### config.mk
export PLATFORM = sky130hd
export DESIGN_NAME = operand_lfsr_gen
export DESIGN_NICKNAME = d
export VERILOG_FILES = /design/src/rtl/operand_lfsr_gen.sv
export SDC_FILE = /design/constraint.sdc
export NUM_CORES = 1
export LEC_CHECK = 0
export BUFFER_PORTS_ARGS = -buffer_cell sky130_fd_sc_hd__buf_2
export CORE_MARGIN = 8
export CORE_UTILIZATION = 39
export CTS_CLUSTER_DIAMETER = 50
export CTS_CLUSTER_SIZE = 20
export DETAILED_ROUTE_END_ITERATION = 6
export PLACE_DENSITY = 0.64
export SLEW_MARGIN = 15
export SYNTH_ARGS = -nofsm -noshare
export SYNTH_HDL_FRONTEND = slang
export SYNTH_SLANG_ARGS = --single-unit
### constraint.sdc
create_clock -name clk -period 1.8 [get_ports clk]
set_input_delay 0.36 -clock clk [delete_from_list [all_inputs] [get_ports clk]]
set_output_delay 0.36 -clock clk [all_outputs]
set_load 0.01 [all_outputs]
### src/rtl/operand_lfsr_gen.sv
// Burst operand source for the logic_gates block: two Fibonacci LFSRs emit an a/b
// pair per valid/ready transfer, NUM_VECTORS pairs per start, replayable from the seeds.
module operand_lfsr_gen #(
    parameter int               WIDTH       = 5,
    parameter logic [WIDTH-1:0] TAPS        = 5'b10100,
    parameter logic [WIDTH-1:0] SEED_A      = 5'h01,
    parameter logic [WIDTH-1:0] SEED_B      = 5'h1E,
    parameter int               NUM_VECTORS = 5
) (
    input  logic             clk,
    input  logic             rst,
    input  logic             start,
    input  logic             ready_i,
    output logic             valid_o,
    output logic [WIDTH-1:0] a_o,
    output logic [WIDTH-1:0] b_o,
    output logic [7:0]       index_o,
    output logic             busy_o,
    output logic             done_o
);

    // A zero seed would lock the LFSR at zero forever, so it is replaced by 1.
    localparam logic [WIDTH-1:0] SEED_A_NZ  = (SEED_A == '0) ? WIDTH'(1) : SEED_A;
    localparam logic [WIDTH-1:0] SEED_B_NZ  = (SEED_B == '0) ? WIDTH'(1) : SEED_B;
    localparam logic [7:0]       LAST_INDEX = 8'(NUM_VECTORS - 1);

    typedef enum logic [1:0] {
        IDLE = 2'd0,
        RUN  = 2'd1,
        DONE = 2'd2
    } state_t;

    function automatic logic [WIDTH-1:0] lfsr_step(input logic [WIDTH-1:0] v);
        return {v[WIDTH-2:0], ^(v & TAPS)};
    endfunction

    state_t           state_q, state_d;
    logic [WIDTH-1:0] a_q, b_q;
    logic [WIDTH-1:0] lfsr_a_q, lfsr_b_q;
    logic [7:0]       index_q;
    logic             transfer;
    logic             last_transfer;
    logic             launch;

    assign transfer      = (state_q == RUN) && ready_i;
    assign last_transfer = transfer && (index_q == LAST_INDEX);
    assign launch        = (state_q != RUN) && start;

    // NOTE: every signal written here gets a default first, so no path leaves it unassigned and no latch is inferred.
    always_comb begin
        state_d = state_q;
        unique case (state_q)
            IDLE:    if (start) state_d = RUN;
            RUN:     if (last_transfer) state_d = DONE;
            DONE:    if (start) state_d = RUN;
            default: state_d = IDLE;
        endcase
    end

    // NOTE: registers use non-blocking assignments so all of them update together from pre-edge values.
    always_ff @(posedge clk) begin
        if (rst) state_q <= IDLE;
        else     state_q <= state_d;
    end

    // lfsr_*_q always holds the vector that follows the one on a_o/b_o, so a transfer
    // only has to copy it across and advance the lookahead by one step.
    always_ff @(posedge clk) begin
        if (rst) begin
            a_q      <= '0;
            b_q      <= '0;
            lfsr_a_q <= SEED_A_NZ;
            lfsr_b_q <= SEED_B_NZ;
            index_q  <= '0;
        end else if (launch) begin
            a_q      <= SEED_A_NZ;
            b_q      <= SEED_B_NZ;
            lfsr_a_q <= lfsr_step(SEED_A_NZ);
            lfsr_b_q <= lfsr_step(SEED_B_NZ);
            index_q  <= '0;
        end else if (transfer && !last_transfer) begin
            a_q      <= lfsr_a_q;
            b_q      <= lfsr_b_q;
            lfsr_a_q <= lfsr_step(lfsr_a_q);
            lfsr_b_q <= lfsr_step(lfsr_b_q);
            index_q  <= index_q + 8'd1;
        end
    end

    assign valid_o = (state_q == RUN);
    assign busy_o  = (state_q == RUN);
    assign done_o  = (state_q == DONE);
    assign a_o     = a_q;
    assign b_o     = b_q;
    assign index_o = index_q;

endmodule

==> impl_metrics.env <==
export IMPL_clockPowerShare=0.273
export IMPL_fin_worst_skew_ns=0.0109
export IMPL_drt_iter0_markers=62
export IMPL_final_setup_viol_count=0
export IMPL_grt_pass1_wl_um=5630
export IMPL_arrival_ns=1.31
export IMPL_fill_cells=351
export IMPL_drt_wl_total_um=3380
export IMPL_cts_tree="yes"
export IMPL_syn_area_um2=1370
export IMPL_p_int_mw=0.798
export IMPL_reg2reg_from="index_o[3]"
export IMPL_yosys_warnings=0
export IMPL_dr_pass1_iters=4
export IMPL_hold_buffers=0
export IMPL_wl_per_cell_um=15.9
export IMPL_status="finished, final reports clean"
export IMPL_drive_gt1_frac=0.299
export IMPL_pwr_share_comb=0.159
export IMPL_p_leak_nw=0.655
export IMPL_hold_slack_ns=0.335
export IMPL_grt_max_degree=24
export IMPL_swShare=0.263
export IMPL_synth_edf_count=0
export IMPL_yosysMostFrequentCell="dfxtp_1"
export IMPL_avgSynthCellArea_um2=9.68
export IMPL_die_w_um=75.2
export IMPL_tightest_slew_ns=0.547
export IMPL_synth_top_area_share=0.381
export IMPL_hold_viol=0
export IMPL_place_ws_ns=0.192
export IMPL_vias=1232
export IMPL_power_switching_mw=0.285
export IMPL_critPathLaunchType="register"
export IMPL_clk_latency_ns=0.32
export IMPL_worstHoldPathType="input pin to register"
export IMPL_setup_ws_ns=0.129
export IMPL_grt_ovfl_total=0
export IMPL_crit_end="busy_o"
export IMPL_grt_pass1_vias=1210
export IMPL_rows=21
export IMPL_synth_top_cell_by_area="dfxtp_1"
export IMPL_place_congestion=0.800
export IMPL_synthTopCellsByCount="dfxtp_1 (26), o211ai_1 (14), inv_1 (11)"
export IMPL_clk_pin_slew_ns=0.15
export IMPL_slew_viol_final=0
export IMPL_drc=0
export IMPL_start_util=0.406
export IMPL_cp_max_fo=12
export IMPL_synth_top_family_by_area="compound AO/OA/AOI/OAI gates"
export IMPL_powerDensity_nw_per_um2=681
export IMPL_period_minus_slack_ns=1.67
export IMPL_die_y_um=75.2
export IMPL_synthesis_nets=147
export IMPL_synth_compound_area_frac=0.316
export IMPL_cts_made_buffers=3
export IMPL_maxSlewHeadroom=0.635
export IMPL_synthTopCellsByArea="dfxtp_1 (38%), o211ai_1 (7.7%), mux2i_1 (5.1%), a311o_1 (3.7%), a211oi_1 (3.3%)"
export IMPL_synth_xor_area_share=0.0128
export IMPL_synth_distinct_cells=43
export IMPL_cts_resized=0
export IMPL_ys_seq_elements=26
export IMPL_seqPwrFrac=0.569
export IMPL_ant_nets=0
export IMPL_io_pins=25
export IMPL_crit_type="register to output port"
export IMPL_antenna_cells=0
export IMPL_required_ns=1.44
export IMPL_reg2reg_to="lfsr_b_q[1]"
export IMPL_fmax_ghz=0.598
export IMPL_end_kind="output port"
export IMPL_vdd_drop_max_uv=340
export IMPL_grt_antenna_before_repair=0
export IMPL_synthMuxAreaShare=0.0513
export IMPL_cts_buffer_depth=2
export IMPL_synthSimpleGateAreaFrac=0.115
export IMPL_area_growth_synth_to_final_pct=16.6
export IMPL_crit_start="state_q[1]"
export IMPL_rsz0062_at_grt="no"
export IMPL_vias_per_cell=5.78
export IMPL_r2r_cells=5
export IMPL_clock_sinks=26
export IMPL_synth_adder_area_share=0.0183
export IMPL_async_flop_share=0
export IMPL_yosysSeqAreaShare=0.381
export IMPL_nNetsFinal=174
export IMPL_rrSetupSlack_ns=0.18
export IMPL_post_route_period_util=0.929
export IMPL_post_cts_buffers=0
export IMPL_cts_root_buf="clkbuf_4"
export IMPL_die_area_um2=5650
export IMPL_ys_flop_type="dfxtp_1"
export IMPL_setup_tns_ns=0
export IMPL_portBuffers=24
export IMPL_drv_cap=0
export IMPL_synthCells=141
export IMPL_post_dp_hpwl_um=2460
export IMPL_grt_usage=0.126
export IMPL_htree_levels=1
export IMPL_coreArea_um2=3360
-- routing by layer --
metal,routed length [µm],GRT usage
met1,1540,0.159
met5,0,0
met3,233,0.0293
met4,38,0.0384
met2,1570,0.205
-- layout by cell type (no fill, tap or decap), drive strengths merged, types with 4 or more instances in the layout --
| cell type | netlist | layout |
|---|---|---|
| buf | 10 | 37 |
| dfxtp | 26 | 26 |
| o211ai | 14 | 14 |
| inv | 11 | 11 |
| a21oi | 8 | 8 |
| mux2i | 7 | 7 |
| a211oi | 7 | 7 |
| a311o | 5 | 5 |
| a211o | 5 | 5 |
| a2111oi | 4 | 4 |
| o21ai | 4 | 4 |
| clkbuf | 5 | 4 |
-- per-stage QoR --
stage               std cells  power, mW  area, µm²   util
detailed placement        209      0.801       1560  0.462
global placement          209      0.796       1560  0.462
CTS                       213       1.10       1590  0.473
finish                    213       1.08       1590  0.473
global route              213       1.14       1590  0.473
floorplan                 141      0.741       1370      -
-- worst max-delay path: stages (launching register included) --
cell	delay [ns]
dfxtp_1	0.34
nand2b_1	0.16
inv_1	0.28
buf_2	0.20
-- flip-flops by register name, summed over array words and instances, names as in the netlist --
register  cells
lfsr_b_q      5
a_o           4
index_o       8
b_o           5
lfsr_a_q      2
state_q       2
-- power by group through the flow --
stage	registers [mW]	logic (mW)	clock network [mW]
CTS	0.616	0.173	0.309
detailed placement	0.629	0.172	0
global route	0.620	0.189	0.326
finish	0.616	0.172	0.295
global placement	0.628	0.168	0
floorplan	0.634	0.107	0
-- cell families after synthesis --
group,count (synthesis)
AOI/OAI and AO/OA,56
buffers and inverters,27
DFF,26
and+or+nand+nor,21
muxes,7
xor gates and xnor gates,2
adders and majority gates,2
-- area by class of cell --
| type | count | area [µm²] | area share |
|---|---|---|---|
| clock buffer | 4 | 36.3 | 0.0228 |
| inverter | 12 | 45.0 | 0.0283 |
| multi-input combinational | 88 | 702 | 0.441 |
| sequential | 26 | 520 | 0.327 |
| tap | 46 | 57.6 | 0.0362 |
| timing repair buffer | 37 | 230 | 0.145 |
-- worst min-delay path by stage --
stage | start | endpoint | depth (start not counted) | slack (ns)
2_1_floorplan | lfsr_b_q[3] | lfsr_b_q[3] | 1 | 0.44
3_3_place_gp | lfsr_b_q[3] | lfsr_b_q[3] | 1 | 0.45
3_5_place_dp | lfsr_b_q[3] | lfsr_b_q[3] | 1 | 0.46
4_1_cts | rst | state_q[1] | 2 | 0.32
5_1_grt | rst | state_q[1] | 2 | 0.35
6_report | rst | state_q[1] | 2 | 0.34
Power figures use the tool's default switching activity.
